`config.mk`:
```
export PLATFORM = sky130hd
export DESIGN_NAME = fetch_controller
export DESIGN_NICKNAME = d
export VERILOG_FILES = /design/src/rtl/fetch_controller.sv
export SDC_FILE = /design/constraint.sdc
export NUM_CORES = 1
export LEC_CHECK = 0
export CAP_MARGIN = 20
export CORE_MARGIN = 8
export CORE_UTILIZATION = 48
export CTS_BUF_LIST = sky130_fd_sc_hd__clkbuf_4
export DETAILED_ROUTE_END_ITERATION = 16
export GPL_TIMING_DRIVEN = 0
export PLACE_DENSITY = 0.88
export REMOVE_ABC_BUFFERS = 1
export SLEW_MARGIN = 40
export SYNTH_ARGS = -nofsm -noshare
export SYNTH_HDL_FRONTEND = slang
export SYNTH_SLANG_ARGS = --single-unit
export TNS_END_PERCENT = 100
```
`constraint.sdc`:
```
create_clock -name clock -period 5.15 [get_ports clock]
set_input_delay 1.545 -clock clock [delete_from_list [all_inputs] [get_ports clock]]
set_output_delay 1.545 -clock clock [all_outputs]
set_load 0.01 [all_outputs]
```
`src/rtl/fetch_controller.sv`:
```
// fetch_controller: owns the IF-stage program counter, issues fetch addresses to
// a synchronous-read instruction memory, buffers responses in a 2-entry FIFO and
// shares the memory read port with a debug/loader read requester.
module fetch_controller #(
  parameter int                    ADDR_WIDTH = 32,
  parameter int                    DATA_WIDTH = 32,
  parameter logic [ADDR_WIDTH-1:0] RESET_PC   = '0
) (
  input  logic                  clock,
  input  logic                  reset,
  input  logic                  enable,
  input  logic                  stall,
  input  logic                  redirect,
  input  logic [ADDR_WIDTH-1:0] redirect_pc,
  input  logic                  dbg_req,
  input  logic [ADDR_WIDTH-1:0] dbg_addr,
  output logic                  dbg_grant,
  output logic [DATA_WIDTH-1:0] dbg_rdata,
  output logic                  dbg_rvalid,
  output logic [ADDR_WIDTH-1:0] mem_address,
  input  logic [DATA_WIDTH-1:0] mem_data,
  output logic [DATA_WIDTH-1:0] instr,
  output logic [ADDR_WIDTH-1:0] instr_pc,
  output logic                  instr_valid
);

  typedef enum logic [0:0] {IDLE, RUN} state_t;
  typedef enum logic [1:0] {TAG_NONE, TAG_FETCH, TAG_DEBUG} tag_t;

  localparam logic [ADDR_WIDTH-1:0] PC_STEP = ADDR_WIDTH'(1);

  state_t                state_q, state_d;
  tag_t                  tag_q, tag_d;
  logic [ADDR_WIDTH-1:0] pc_q, pc_d;
  logic [ADDR_WIDTH-1:0] addr_q, addr_d;
  logic [ADDR_WIDTH-1:0] tag_pc_q, tag_pc_d;
  logic [1:0]            cnt_q, cnt_d;
  logic [DATA_WIDTH-1:0] e0_data_q, e0_data_d, e1_data_q, e1_data_d;
  logic [ADDR_WIDTH-1:0] e0_pc_q, e0_pc_d, e1_pc_q, e1_pc_d;
  logic [DATA_WIDTH-1:0] dbg_rdata_q, dbg_rdata_d;
  logic                  dbg_rvalid_q, dbg_rvalid_d;

  logic                  pop_c, push_c, resp_fetch_c, credit_c, fetch_ok_c, grant_c;
  logic [2:0]            need_c, room_c;
  logic [ADDR_WIDTH-1:0] mem_addr_c;

  // Next-state, port arbitration, response routing and FIFO update
  always_comb begin
    state_d      = state_q;
    tag_d        = TAG_NONE;
    pc_d         = pc_q;
    tag_pc_d     = tag_pc_q;
    cnt_d        = cnt_q;
    e0_data_d    = e0_data_q;
    e0_pc_d      = e0_pc_q;
    e1_data_d    = e1_data_q;
    e1_pc_d      = e1_pc_q;
    dbg_rdata_d  = dbg_rdata_q;
    dbg_rvalid_d = 1'b0;
    grant_c      = 1'b0;
    mem_addr_c   = addr_q;

    pop_c        = (cnt_q != 2'd0) && !stall;
    resp_fetch_c = (tag_q == TAG_FETCH);
    // A fetch response arriving in a redirect cycle belongs to the old stream.
    push_c       = resp_fetch_c && !redirect;

    // Entries held + response in flight - entry leaving must leave room for one more.
    need_c   = {1'b0, cnt_q} + {2'b00, resp_fetch_c};
    room_c   = 3'd1 + {2'b00, pop_c};
    credit_c = (need_c <= room_c);

    if (redirect) begin
      state_d = RUN;
    end else if (state_q == IDLE && enable) begin
      state_d = RUN;
    end else if (state_q == RUN && !enable) begin
      state_d = IDLE;
    end

    // The cycle that moves IDLE->RUN already issues, so fetch starts with enable.
    fetch_ok_c = (state_d == RUN) && enable && credit_c;

    if (redirect) begin
      mem_addr_c = redirect_pc;
      pc_d       = redirect_pc + PC_STEP;
      tag_d      = TAG_FETCH;
      tag_pc_d   = redirect_pc;
    end else if (dbg_req) begin
      grant_c    = 1'b1;
      mem_addr_c = dbg_addr;
      tag_d      = TAG_DEBUG;
    end else if (fetch_ok_c) begin
      mem_addr_c = pc_q;
      pc_d       = pc_q + PC_STEP;
      tag_d      = TAG_FETCH;
      tag_pc_d   = pc_q;
    end

    if (tag_q == TAG_DEBUG) begin
      dbg_rdata_d  = mem_data;
      dbg_rvalid_d = 1'b1;
    end

    if (redirect) begin
      cnt_d = 2'd0;
    end else begin
      case ({push_c, pop_c})
        2'b01: begin
          e0_data_d = e1_data_q;
          e0_pc_d   = e1_pc_q;
          cnt_d     = cnt_q - 2'd1;
        end
        2'b10: begin
          if (cnt_q == 2'd0) begin
            e0_data_d = mem_data;
            e0_pc_d   = tag_pc_q;
          end else begin
            e1_data_d = mem_data;
            e1_pc_d   = tag_pc_q;
          end
          cnt_d = cnt_q + 2'd1;
        end
        2'b11: begin
          if (cnt_q == 2'd1) begin
            e0_data_d = mem_data;
            e0_pc_d   = tag_pc_q;
          end else begin
            e0_data_d = e1_data_q;
            e0_pc_d   = e1_pc_q;
            e1_data_d = mem_data;
            e1_pc_d   = tag_pc_q;
          end
        end
        default: ;
      endcase
    end

    addr_d = mem_addr_c;
  end

  // State registers; reset discards anything in flight
  always_ff @(posedge clock) begin
    if (reset) begin
      state_q      <= IDLE;
      tag_q        <= TAG_NONE;
      pc_q         <= RESET_PC;
      addr_q       <= RESET_PC;
      tag_pc_q     <= '0;
      cnt_q        <= 2'd0;
      e0_data_q    <= '0;
      e0_pc_q      <= '0;
      e1_data_q    <= '0;
      e1_pc_q      <= '0;
      dbg_rdata_q  <= '0;
      dbg_rvalid_q <= 1'b0;
    end else begin
      state_q      <= state_d;
      tag_q        <= tag_d;
      pc_q         <= pc_d;
      addr_q       <= addr_d;
      tag_pc_q     <= tag_pc_d;
      cnt_q        <= cnt_d;
      e0_data_q    <= e0_data_d;
      e0_pc_q      <= e0_pc_d;
      e1_data_q    <= e1_data_d;
      e1_pc_q      <= e1_pc_d;
      dbg_rdata_q  <= dbg_rdata_d;
      dbg_rvalid_q <= dbg_rvalid_d;
    end
  end

  assign dbg_grant   = grant_c && !reset;
  assign mem_address = reset ? RESET_PC : mem_addr_c;
  assign dbg_rdata   = dbg_rdata_q;
  assign dbg_rvalid  = dbg_rvalid_q;
  assign instr       = e0_data_q;
  assign instr_pc    = e0_pc_q;
  assign instr_valid = (cnt_q != 2'd0);

endmodule

```
==> results.md, run 1 <==
* Met1 Use GR at 29.0%
* Place WS at -1.57 ns
* Routed Antenna Nets at 0
* Final Setup Violations at 32
* Via/cell ratio at 5.74
* Dpl cells at 1,860
* Final Max Slew Viols at 0
* Max-slew headroom at 47.3%
* Unrepaired setup endpoints after global routing: yes
* Post-synthesis async set-or-reset flop share at 0%
* Die Y at 172 um
* Most frequent cell after synthesis: dfxtp_1
* FMAX at 187 MHz
* Core Area at 0.0241 sq mm
* Busiest grt layer: met2
* Status: finished, violations left
* Top delay family on crit path: buffers and inverters
* Number of flops mapped to enable cells by yosys at 0
* Max rail drop VDD at 183 uV
* CTS Buffer Depth at 3
* Top-Level Pins at 233
* 1st-iter DRT viols at 1,390
* Die footprint at 0.0297 sq mm
* Crit-path max FO at 4
* Port Buffers at 232
* Setup ws final at -0.189 ns
* Vias at 11.5k
* Std cell rows at 57
* Cell Int Power at 3.44 mW
* Synthesized area at 0.0117 sq mm
* Clock tree from TritonCTS: yes
* Hold-fix buffers, CTS at 0
* Initial antenna violation count at 2
* Met2 GRT Util at 43.8%
* Hold Path Sink: e1_pc_q[20]$_SDFFE_PP0P_
* Crit share post-route at 104%
* Worst min-delay path class: register to register
* CTS Sinks at 261
* Share of cells above drive strength 1 at 15.0%
* Worst hold stages at 2
* Switch Pwr at 1.37 mW
* Die Wd at 172 um
* Global Route met3 Usage at 5.71%
* Worst setup EP type: output port
* Leak Pwr at 5.70 nW
* Most frequent cells after synthesis: dfxtp_1, nand2_1, nor2_1
* Yosys reg bits at 261
* DRC at 0
* Comb power frac at 18.4%
* Worst-Skew Late Latency at 0.65 ns
* Yosys warns at 0
* WL final at 38,400 um
* Final Hold Vio Count at 0
* Seq pwr share at 45.9%
* Slowest cell on crit path: fa_1
* Clock Power Share at 35.7%
* Worst-case reg-to-reg path depth at 17
* Final net count at 1,741
* Wire per inst at 19.2 um
* Arrival time at the worst endpoint at 3.79 ns
* Worst path depth at 13
* CTS HTree Levels at 3
* Netlist cell types at 59
* RR Endpoint: e1_data_q[12]$_SDFFE_PP0P_
* Root Buffer: clkbuf_4
* Fin Hold WS at 0.453 ns
* GRT overflow at 0
* Area added between synthesis and finish at 32.2%
* DP HPWL at 25,400 um
* Seq/Total Area, Yosys at 44.6%
* Failing checks: negative setup slack
* Required @ worst endpoint at 3.61 ns
* 1st-pass router iterations at 5
* Placer Congestion at 0.842
* R2r setup slk at 1.48 ns
* Mean area per synthesized cell at 8.46 sq um
* Initial Utilization at 48.6%
* Finished Core Util at 64.3%
* Total GRT Usage at 25.0%
* Worst slew pin tran at 0.790 ns
* Yosys top cell area share at 44.6%
* CP bufs+invs at 5
* Startpoint Class: input pin
* Main area contributors after synthesis: dfxtp_1, nand2_1, mux2i_1
* Setup Crit Path Kind: input pin to output port
* Worst Setup SP: stall
* Minimum clock period at 5.34 ns
* Critical R2R Launch: cnt_q[1]$_SDFFE_PP0P_
* Clk pin slew, worst setup/hold paths at 0.07 ns
* PwrDens at 310 mW/mm^2
* Sw frac at 28.4%
* Crit path largest cell delay at 0.54 ns
* First-pass GRT wire length at 59,300 um
* Final Skew at 0.0424 ns
* Syn Inst Count at 1,384
* CTS Buf Count at 68
* Hold_sp: tag_pc_q[20]$_SDFFE_PP0P_
* Dominant cell type by area after synthesis: dfxtp_1
* Ys flop type: dfxtp_1
* Maxcap violations at 0
* Largest net degree at the start of global routing at 96
* Vias in the first global route at 11.3k
* Tot Pwr at 4.81 mW
* Crit path cell chain: buf_6, nor2_4, inv_2, fa_1, buf_4, nand3b_1, o21ai_4, nand2_4, buf_12, mux2_4, mux2i_1, o22ai_1, buf_2
* Final cell count without fillers at 1,998
power groups by stage:
stage          combinational, mW  sequential (mW)  clock (mW)
2_1_floorplan              0.383             2.25           0
5_1_grt                    0.950             2.21        1.87
3_3_place_gp               0.788             2.24           0
3_5_place_dp               0.820             2.25           0
6_report                   0.886             2.21        1.72
4_1_cts                    0.860             2.20        1.76
worst max-delay path by stage:
| stage | to |
|---|---|
| after floorplan | pc_q[20]$_SDFFE_PP0P_ |
| after global placement | mem_address[1] |
| after detailed placement | mem_address[0] |
| after CTS | mem_address[22] |
| after global routing | mem_address[2] |
| final | mem_address[2] |
worst min-delay path, cell delays in order, from the launching register on:
cell and delay, ns:
dfxtp_1 0.32, nand2_1 0.06, a21oi_1 0.05
metrics by stage:
stage,setup TNS (ns),instance area [sq um]
floorplan,-50.51,11300
global placement,-1999.93,14000
detailed placement,-49.36,14500
CTS,-3.44,15400
global route,-8.04,15500
finish,-4.09,15500
logic make-up after synthesis:
kind of cell	share of synthesized area [%]
compound gates	17.3
buf+inv	4.25
xor+xnor	3.81
simple gates	20.5
mux	8.39
fa+ha+maj	1.13
flops	44.6
layer usage:
metal  routed length (um)  vias up
li1                     -     5437
met1                14700     5370
met2                19100      573
met3                 3530       82
met4                  976        2
met5                    9        -
cell type report:
type / instances / area [sq um]
fillers: 1966 / 8620
multi-input cells: 1000 / 6200
flip-flops and latches: 261 / 5230
repair buffers: 285 / 2800
clock buffers: 93 / 698
well taps: 324 / 405
clock inverters: 20 / 104
inverters: 13 / 53.8
diodes: 2 / 5.00
repair_timing:
item,4_1_cts,5_1_grt
gates cloned,1,0
pin swaps,14,26
gates resized for setup,147,23
setup endpoints to repair,33,33
setup buffers,17,5
flip-flops by register name (all words and copies together) (netlist names):
signal and cells:
instr 32, dbg_rvalid 1, tag_q 2, instr_pc 32, tag_pc_q 32, dbg_rdata 32, e1_data_q 32, e1_pc_q 32
cnt_q 2, pc_q 32, addr_q 32
layout by cell type (no fill, tap or decap), types with 9 or more instances in the layout:
master	instances
buf_2	39
xnor2_1	41
clkbuf_4	93
buf_4	20
ha_1	9
mux2_4	17
clkdlybuf4s50_1	197
nand3_1	30
mux2i_1	59
nor3_1	77
o21a_1	26
dfxtp_1	261
inv_1	9
nor2_1	127
o22ai_1	34
mux2_2	16
a211oi_1	20
nand3b_1	13
nand2_1	250
nand4_1	12
a21oi_1	109
clkinv_1	12
a221oi_1	64
xor2_1	10
Power figures use the tool's default switching activity.
==> run 2, diff against run 1 <==
--- a/config.mk
+++ b/config.mk
@@ -5,6 +5,7 @@
 export SDC_FILE = /design/constraint.sdc
 export NUM_CORES = 1
 export LEC_CHECK = 0
+export ABC_AREA = 0
 export CAP_MARGIN = 20
 export CORE_MARGIN = 8
 export CORE_UTILIZATION = 48
==> results of run 2 <==
The final DEF is identical to that of run 1; final timing and power are the same.
==> run 3, diff against run 2 <==
--- a/config.mk
+++ b/config.mk
@@ -5,7 +5,6 @@
 export SDC_FILE = /design/constraint.sdc
 export NUM_CORES = 1
 export LEC_CHECK = 0
-export ABC_AREA = 0
 export CAP_MARGIN = 20
 export CORE_MARGIN = 8
 export CORE_UTILIZATION = 48
==> results of run 3 <==
The final DEF is identical to that of run 1; final timing and power are the same.
